==> config.mk <==
export PLATFORM = sky130hd
export DESIGN_NAME = if_fetch
export DESIGN_NICKNAME = d
export VERILOG_FILES = /design/src/rtl/if_fetch_pkg.sv /design/src/rtl/if_fetch.sv
export SDC_FILE = /design/constraint.sdc
export NUM_CORES = 1
export LEC_CHECK = 0
export BUFFER_PORTS_ARGS = -buffer_cell sky130_fd_sc_hd__buf_4
export CAP_MARGIN = 20
export CORE_ASPECT_RATIO = 0.8
export CORE_MARGIN = 5
export CORE_UTILIZATION = 30
export DETAILED_ROUTE_END_ITERATION = 7
export SLEW_MARGIN = 10
export SYNTH_ARGS = -nofsm -noshare
export SYNTH_HDL_FRONTEND = slang
export SYNTH_SLANG_ARGS = --single-unit
==> constraint.sdc <==
create_clock -name clk -period 2.9 [get_ports clk]
set_clock_uncertainty 0.2 [all_clocks]
set_input_delay 0.29 -clock clk [delete_from_list [all_inputs] [get_ports clk]]
set_output_delay 0.29 -clock clk [all_outputs]
set_load 0.01 [all_outputs]
==> src/rtl/if_fetch_pkg.sv <==
// Stall codes and fetch-state encodings shared with the stall controller.
package if_fetch_pkg;

  typedef enum logic [1:0] {
    STALL_PASS = 2'b00,
    STALL_HOLD = 2'b01,
    STALL_BUBB = 2'b10
  } stall_code_e;

  typedef enum logic [1:0] {
    ST_FETCH = 2'b00,
    ST_DRAIN = 2'b01,
    ST_READY = 2'b10
  } fetch_state_e;

  localparam logic [2:0] LAST_BYTE = 3'd3;

endpackage

==> src/rtl/if_fetch.sv <==
// Instruction fetch over a byte-wide memory port: issues 4 byte reads, assembles a
// little-endian word, presents it until the stall controller lets it pass.
module if_fetch
  import if_fetch_pkg::*;
#(
  parameter logic [31:0] RESET_PC = 32'h0000_0000
) (
  input  logic        clk,
  input  logic        rst,
  input  logic [1:0]  stall_reg_pc,
  input  logic        br_en,
  input  logic [31:0] br_target,
  input  logic        mem_gnt,
  input  logic [7:0]  mem_din,
  output logic        mem_rd_en,
  output logic [31:0] mem_a,
  output logic        stall_if,
  output logic [31:0] if_pc,
  output logic [31:0] if_inst
);

  fetch_state_e state_q;
  logic [31:0]  pc_q;
  logic [31:0]  inst_q;
  logic [31:0]  inst_d;
  logic [2:0]   issue_cnt_q;
  logic [2:0]   recv_cnt_q;
  logic         flush_q;
  logic         pend_q;
  logic         issue;
  logic         accept;
  logic         advance;

  assign mem_rd_en = (state_q == ST_FETCH) && !br_en && !rst;
  assign mem_a     = pc_q + {29'd0, issue_cnt_q};
  assign issue     = mem_rd_en && mem_gnt;
  // A returning byte belongs to the current fetch only if its issue was granted and
  // no redirect or reset has intervened since.
  assign accept    = pend_q && !flush_q && !br_en && !rst;
  assign advance   = (state_q == ST_READY) && (stall_reg_pc == STALL_PASS);

  assign stall_if  = rst || (state_q != ST_READY);
  assign if_pc     = rst ? RESET_PC : pc_q;
  assign if_inst   = rst ? 32'd0 : inst_q;

  always_comb begin
    inst_d = inst_q;
    if (accept) begin
      inst_d[{recv_cnt_q[1:0], 3'b000} +: 8] = mem_din;
    end
  end

  always_ff @(posedge clk) begin
    if (rst) begin
      state_q     <= ST_FETCH;
      pc_q        <= RESET_PC;
      issue_cnt_q <= 3'd0;
      recv_cnt_q  <= 3'd0;
      flush_q     <= 1'b1;
      pend_q      <= 1'b0;
      inst_q      <= 32'd0;
    end else begin
      pend_q  <= issue;
      flush_q <= br_en;
      inst_q  <= inst_d;
      if (br_en) begin
        pc_q        <= br_target;
        issue_cnt_q <= 3'd0;
        recv_cnt_q  <= 3'd0;
        state_q     <= ST_FETCH;
      end else begin
        if (issue) begin
          issue_cnt_q <= issue_cnt_q + 3'd1;
        end
        if (accept) begin
          recv_cnt_q <= recv_cnt_q + 3'd1;
        end
        case (state_q)
          ST_FETCH: if (issue && issue_cnt_q == LAST_BYTE) state_q <= ST_DRAIN;
          ST_DRAIN: if (accept && recv_cnt_q == LAST_BYTE) state_q <= ST_READY;
          ST_READY: begin
            // Hold and Bubb both keep the word on display.
            if (advance) begin
              pc_q        <= pc_q + 32'd4;
              issue_cnt_q <= 3'd0;
              recv_cnt_q  <= 3'd0;
              state_q     <= ST_FETCH;
            end
          end
          default: state_q <= ST_FETCH;
        endcase
      end
    end
  end

endmodule

==> metrics, run 1 <==
critical path arrival 2280 ps; final wirelength 15400 um; largest net degree at the start of global routing 50; crit path capture mem_a[27]; Highest Clock Rate 361 MHz; detailed-route DRC error count 0; final slew viol count 0; Final Hold Viols 0; cell taking the most area after synthesis dfxtp_1; Syn Area/Cell 7.95 um^2; total power per unit cell area 438 nW/um^2; clk_lat worst skew 330 ps; internal reg-to-reg setup slack 400 ps; slowest stage cell on the critical path or4_4; CTS sink count 74; global-route wire length before repair 24500 um; Total GRT Usage 17.2%; Synth Net Count 615; core area 14300 um^2; Synth cell types 52; final worst-path cycle share 95.4%; Final Cell Area 6180 um^2; antenna-violating nets left 0; leakage power 2.64 nW; area grow syn2layout 40.1%; Slew HR 55.4%; reg2reg start state_q[0]; die area 17200 um^2; synth top area cells dfxtp_1 34%, nor2b_1 7.7%, xor2_1 4.4%; Worst Setup SP pc_q[9]; CP Capture Type output port; vias per inst 5.21; Die Span Y 118 um; Most Frequent Cell on Critical Path or4_4; CP required 2410 ps; critical path's largest stage delay 590 ps; fillcell total 1466; Die X 146 um; Post-synth EDFFs 0; status complete, no violations; Cells after Synth 555; fraction of registers with async set/reset 0%; HPWL after detailed placement 11700 um; max-cap violation count 0; CTS tree yes; Max Root-Sink Buffers 2; Iteration-0 DRC Markers 371; Netlist Area Pre-Place 4410 um^2; RR Endpoint pc_q[13]; CTS Buf Count 9; Post-CTS Setup Inserts 0; CTS clk-pin slew, worst paths 60 ps; startpoint types flop; root buffer cell clkbuf_16; Worst IR Drop VDD 0.299 mV; minimum clock period 2770 ps; commonest non-fill, non-tap cell in the layout buf_4; share of the synthesized area in the top cell type 33.6%; Detailed Routing Iterations Pass 1 4; row cnt 39; most frequent cells in the layout 170 x buf_4, 66 x dfxtp_1, 54 x nor2b_1; Setup CP Type reg -> out; Top Ports 144; share of layout cells above drive strength 1 29.8%; initial antenna violation count 0; post-layout net count 756; unrepaired setup endpoints after global routing false; remaining global-route overflow 0; vias in the first global route 4575; htree depth 3; Hold Path Class in -> reg; post-DR wirelength/cell 17.4 um; placed standard-cell area 5750 um^2; post-layout util 43.1%; CP Max Fanout 7; gpl congestion 0.872; detailed-route via count 4613; n_diodes 0; Register-to-Register Path Depth 4; # setup viols final 0; Most used DFF post-synth dfxtp_1; Worst-Margin Slew 663 ps; starting density of the core 30.8%; #FFs+latches synth 74; crit path cell chain nand4_1, or4_4, or4_4, xnor2_2, buf_4; sequential area share after synthesis 33.6%; yosys warns 0; Buffers on Ports 143
-- worst max-delay path: cells and delay by family, from the launching register on --
family	cells	cell delay, ps
xor gates and xnor gates	1	150
buffers and inverters	1	160
DFF	1	390
and+or+nand+nor	3	1250
-- kinds of logic (layout without fill, tap and decap cells) --
group / count (synthesis) / after routing / synth area share [%]
xor+xnor: 39 / 39 / 7.74
compound gates: 98 / 98 / 15.9
simple gates: 260 / 260 / 31.8
flops: 74 / 74 / 33.6
mux: 3 / 3 / 0.709
buf+inv: 67 / 213 / 6.10
fa+ha+maj: 14 / 14 / 4.14
-- report_power, final --
| part | switching (W) | internal, W |
|---|---|---|
| combinational | 0.000172 | 0.000174 |
| clock | 0.000433 | 0.000822 |
| sequential | 0.0000581 | 0.00105 |
-- cells in the mapped netlist (6+ instances only) --
library cell	number
o21ai_0	21
nor3_1	17
nor2_1	42
a21oi_1	17
nand2_1	46
or3_1	9
ha_1	13
a311oi_1	12
dfxtp_1	74
a22o_1	16
clkbuf_1	30
buf_2	6
nand3_1	25
nand4_1	20
a211oi_1	9
xor2_1	22
nor4_1	11
nor2b_1	54
o31ai_1	7
or4_1	12
inv_1	23
xnor2_1	17
-- final cells by class --
type	instances	area (um^2)	area share, %
multi-input combinational	414	2720	43.9
sequential	74	1490	24.2
timing repair buffer	174	1320	21.3
clock buffer	12	267	4.31
tap	184	230	3.72
inverter	23	86.3	1.40
clock inverter	4	72.6	1.17
-- stage by stage --
stage | power, W | hold WS [ps] | setup WS, ps | std cells | TNS, ps
after floorplan | 0.00128 | 216 | 443 | 555 | 0
after global placement | 0.00146 | 238 | -106 | 865 | -518
after detailed placement | 0.00147 | 243 | 244 | 865 | 0
after CTS | 0.00273 | 2.58 | 5.11 | 885 | 0
after global routing | 0.00281 | 8.00 | 13.9 | 885 | 0
final | 0.00271 | 13.5 | 134 | 885 | 0
-- routing by layer --
layer  vias up  GRT usage (%)  routed length (um)
met5         -              0                   0
met4         0           4.20                 211
met3        16           3.90                1030
met2       152           28.5                7280
met1      2186           22.7                6870
li1       2259              -                   -
-- registers in the layout (all words and copies together) (netlist names) --
| name | cells |
|---|---|
| recv_cnt_q | 3 |
| inst_q | 32 |
| issue_cnt_q | 3 |
| pend_q | 1 |
| pc_q | 32 |
| state_q | 2 |
| flush_q | 1 |
-- worst min-delay path by stage --
stage	slack (ps)	to	cells after the start	from
finish	10	inst_q[11]	2	mem_din[3]
floorplan	220	inst_q[10]	1	mem_din[2]
global placement	240	inst_q[5]	2	inst_q[5]
detailed placement	240	inst_q[4]	2	inst_q[4]
CTS	3	inst_q[11]	2	mem_din[3]
global route	8	inst_q[9]	2	mem_din[1]
-- what timing repair did --
action                                  in CTS  in global routing
endpoints found under the hold margin        5                  0
endpoints found under the setup margin      14                 11
gates resized for setup                      7                 10
pin swaps                                    1                  1
hold buffers                                 4                  0
gates cloned                                 0                  0
No activity file was read; power rests on OpenSTA's default activity.
==> run 2, diff against run 1 <==
--- a/config.mk
+++ b/config.mk
@@ -6,5 +6,5 @@
 export NUM_CORES = 1
 export LEC_CHECK = 0
-export BUFFER_PORTS_ARGS = -buffer_cell sky130_fd_sc_hd__buf_4
+export BUFFER_PORTS_ARGS = -buffer_cell sky130_fd_sc_hd__buf_2
 export CAP_MARGIN = 20
 export CORE_ASPECT_RATIO = 0.8
==> constraint.sdc (replaced) <==
create_clock -name clk -period 2.9 [get_ports clk]
set_clock_uncertainty 0.2 [all_clocks]
set_input_delay 0.435 -clock clk [delete_from_list [all_inputs] [get_ports clk]]
set_output_delay 0.435 -clock clk [all_outputs]
set_load 0.01 [all_outputs]
==> run 2 against run 1 <==
  * Combinational power is 8.4% lower
  * Global-route usage is 0.37 points lower
  * Non-clock buffer count is 15 higher
  * Worst hold slack better by 120 ps
  * Core utilization is 1.4 points lower
==> metrics, run 2 (synthesis results as in run 1) <==
status complete, no violations; Slew HR 57.8%; gpl congestion 0.845; dpl cells 874; root buffer cell clkbuf_16; HPWL after detailed placement 11200 um; largest net degree at the start of global routing 50; final wirelength 15100 um; CTS Buf Count 9; clk_lat worst skew 330 ps; Worst-Margin Slew 627 ps; initial antenna violation count 1; Top Ports 144; vias per inst 5.10; die area 17200 um^2; n_diodes 0; CTS clk-pin slew, worst paths 60 ps; detailed-route via count 4592; Buffers on Ports 143; Largest regs inst_q x32, pc_q x32; row cnt 39; CTS sink count 74; area grow syn2layout 35.5%; hold depth 3; Register-to-Register Path Depth 4; Worst IR Drop VDD 0.337 mV; fillcell total 1498; commonest non-fill, non-tap cell in the layout buf_2; critical path arrival 2220 ps; placed standard-cell area 5460 um^2; CTS tree yes; share of layout cells above drive strength 1 33.8%; leakage power 2.66 nW; post-layout net count 771; Final Instance Count excl. Fillers 900; core area 14300 um^2; register area 1510 um^2; CP Max Fanout 6; total power per unit cell area 428 nW/um^2; Total GRT Usage 16.8%; unrepaired setup endpoints after global routing true; max-cap violation count 0; starting density of the core 30.8%; startpoint types flop; final slew viol count 0; area of the multi-input gates 2760 um^2; remaining global-route overflow 0; Setup CP Type reg -> out; CP Capture Type output port; # setup viols final 0; Iteration-0 DRC Markers 294; Die Span Y 118 um; Detailed Routing Iterations Pass 1 5; Hold Path Class in -> reg; Final Cell Area 5980 um^2; detailed-route DRC error count 0; most frequent cells in the layout 143 x buf_2, 60 x dfxtp_1, 54 x nor2b_1; global-route wire length before repair 23800 um; Max Root-Sink Buffers 2; CP required 2270 ps; Highest Clock Rate 350 MHz; Die X 146 um; minimum clock period 2850 ps; vias in the first global route 4265; Final Hold Viols 0; htree depth 3; final worst-path cycle share 98.4%; antenna-violating nets left 0; Hold Slack 135 ps; post-DR wirelength/cell 16.7 um
-- run 2: what timing repair did --
action | CTS | global route
setup buffers | 1 | 9
endpoints found under the setup margin | 16 | 18
pin swaps | 2 | 11
hold buffers | 0 | 0
gates resized for setup | 17 | 22
-- run 2: stage by stage --
step	util, %	total power (W)	TNS (ps)	setup slack [ps]
floorplan	-	0.00128	0	315
global placement	38.1	0.00143	0	178
detailed placement	38.1	0.00143	0	164
CTS	40.6	0.00258	-20.7	-12.9
global route	41.7	0.00266	-34.1	-24.3
finish	41.7	0.00256	0	45.8
-- run 2: layout make-up --
type	count	share of cell area (%)
Tap cell	184	3.85
Timing Repair Buffer	189	18.1
Inverter	23	1.44
Sequential cell	74	25.2
Multi-Input combinational cell	414	46.2
Clock buffer	12	4.29
Clock inverter	4	0.837
-- run 2: critical path, cell delays in order, from the launching register on --
cell     delay [ps]
dfxtp_2         380
nand4_1         190
or4_4           570
or4_4           440
xnor2_2         160
buf_2           160
-- run 2: worst paths after layout --
| path | start | slack, ps | endpoint |
|---|---|---|---|
| hold reg to reg | inst_q[1] | 240 | inst_q[1] |
| setup / recovery | pc_q[13] | 50 | mem_a[27] |
| hold / removal | br_target[0] | 140 | pc_q[0] |
| setup reg to reg | state_q[0] | 310 | pc_q[13] |
-- run 2: routing by layer --
metal	routed length, um	vias up	share of wire [%]	GRT usage, %
li1	-	2283	-	-
met1	7160	2122	48	24.3
met2	6710	163	45	25.4
met3	923	22	6.1	3.48
met4	244	2	1.6	4.37
met5	13	-	0.086	0
-- run 2: where the power goes --
group / internal, W / switching, W / total [W]
Sequential: 0.00105 / 0.0000468 / 0.00110
Clock: 0.000712 / 0.000432 / 0.00114
Combinational: 0.000138 / 0.000178 / 0.000316
==> run 3, diff against run 2 <==
clock period = 3.05 ns   (was 2.9 ns; I/O delays follow)
==> run 3 against run 2 <==
  * Clock power down 4%
  * Non-clock buffer count fell by 13
  * Worst setup slack better by 31 ps
  * Clock-buffer cell count unchanged
  * First-iteration DRC count fell by 1.0%
  * Register-to-register slack improved by 160 ps
  * Sequential cell count did not move
  * Largest cell class unchanged
  * Worst hold slack gained 28 ps
  * Sequential share of layout area up 0.62 points
  * Power decreased by 4.9%
  * Cell count down 1.4%
==> metrics, run 3 (synthesis results as in run 1) <==
status complete, no violations; Die X 146 um; CTS clk-pin slew, worst paths 60 ps; CTS sink count 74; Top Ports 144; vias in the first global route 4262; Max Root-Sink Buffers 2; reg2reg start state_q[0]; CTS tree yes; Total GRT Usage 16.6%; CP Max Fanout 6; commonest non-fill, non-tap cell in the layout buf_2; most frequent cells in the layout 143 x buf_2, 64 x dfxtp_1, 54 x nor2b_1; minimum clock period 2970 ps; hold buffer count at cts 0; dpl cells 867; Worst IR Drop VDD 0.243 mV; HPWL after detailed placement 11100 um; # setup viols final 0; n_diodes 0; Buffers on Ports 143; largest net degree at the start of global routing 47; final wirelength 14900 um; die area 17200 um^2; Register-to-Register Path Depth 4; Largest regs inst_q x32, pc_q x32; Highest Clock Rate 336 MHz; CTS Buf Count 9; remaining global-route overflow 0; Setup CP Type reg -> out; global-route wire length before repair 23500 um; detailed-route via count 4616; Hold Slack 163 ps; clk_lat worst skew 340 ps; final setup TNS 0 ps; gpl congestion 0.831; Hold Path Class in -> reg; vias per inst 5.20; htree depth 3; Final Instance Count excl. Fillers 887; Die Span Y 118 um; Hold Crit Start br_target[1]; core area 14300 um^2; Hold EP pc_q[1]; antenna-violating nets left 0; post-layout net count 758; Final Hold Viols 0; post-layout util 40.4%; Slew HR 58.7%; Worst-Margin Slew 618 ps; final worst-path cycle share 97.5%; leakage power 2.58 nW; starting density of the core 30.8%; Iteration-0 DRC Markers 291; share of layout cells above drive strength 1 30.6%; final slew viol count 0; RR Endpoint pc_q[11]; post-DR wirelength/cell 16.8 um; area grow syn2layout 31.3%; total power per unit cell area 420 nW/um^2; startpoint types flop; internal reg-to-reg setup slack 470 ps; critical path arrival 2320 ps; CP Capture Type output port; hold depth 3; CP required 2390 ps; row cnt 39; initial antenna violation count 0; Detailed Routing Iterations Pass 1 5; detailed-route DRC error count 0; max-cap violation count 0; root buffer cell clkbuf_16
==> run 3: what timing repair did <==
action | 4_1_cts | 5_1_grt
setup endpoints to repair | 14 | 14
pin swaps | 1 | 6
gates resized for setup | 10 | 8
buffers inserted | 0 | 4
cloned | 0 | 0
==> run 3: critical path, stage by stage (launching register included) <==
cell and delay, ps:
dfxtp_2 400, nand4_1 200, or4_4 580, or4_1 460, xnor2_2 170, buf_2 160
==> run 3: per-stage QoR <==
stage                     area (um^2)  setup WS (ps)  total power [W]
after floorplan                  4410            442          0.00121
after global placement           5400           -153          0.00135
after detailed placement         5400            201          0.00135
after CTS                        5740           17.4          0.00245
after global routing             5790          -1.19          0.00252
final                            5790           76.4          0.00243
==> run 3: how the worst max path moves through the flow <==
stage	cells past startpoint	startpoint	end	slack [ps]
global placement	7	issue_cnt_q[0]	mem_a[18]	-150
detailed placement	5	pc_q[9]	mem_a[27]	200
finish	5	pc_q[13]	mem_a[27]	80
global route	5	pc_q[13]	mem_a[27]	-1
floorplan	5	pc_q[4]	mem_a[27]	440
CTS	5	pc_q[9]	mem_a[27]	20
==> run 3: layout make-up <==
class | count | area, um^2
fill | 1533 | 8550
multi-input combinational | 414 | 2710
sequential | 74 | 1500
timing repair buffer | 176 | 963
clock buffer | 12 | 256
tap | 184 | 230
inverter | 23 | 86.3
clock inverter | 4 | 50.0
==> run 3: power by group <==
group	total [W]	switching (W)	internal [W]
Combinational	0.000287	0.000162	0.000125
Clock	0.00110	0.000419	0.000677
Sequential	0.00105	0.0000506	0.000999
==> run 3: metal layers <==
layer  part of all wire [%]  global-route usage [%]  up-vias
met5                      0                       0        -
met1                     48                    23.8     2191
li1                       -                       -     2257
met2                     45                    25.7      160
met4                   0.82                    3.90        0
met3                    5.7                    3.18        8
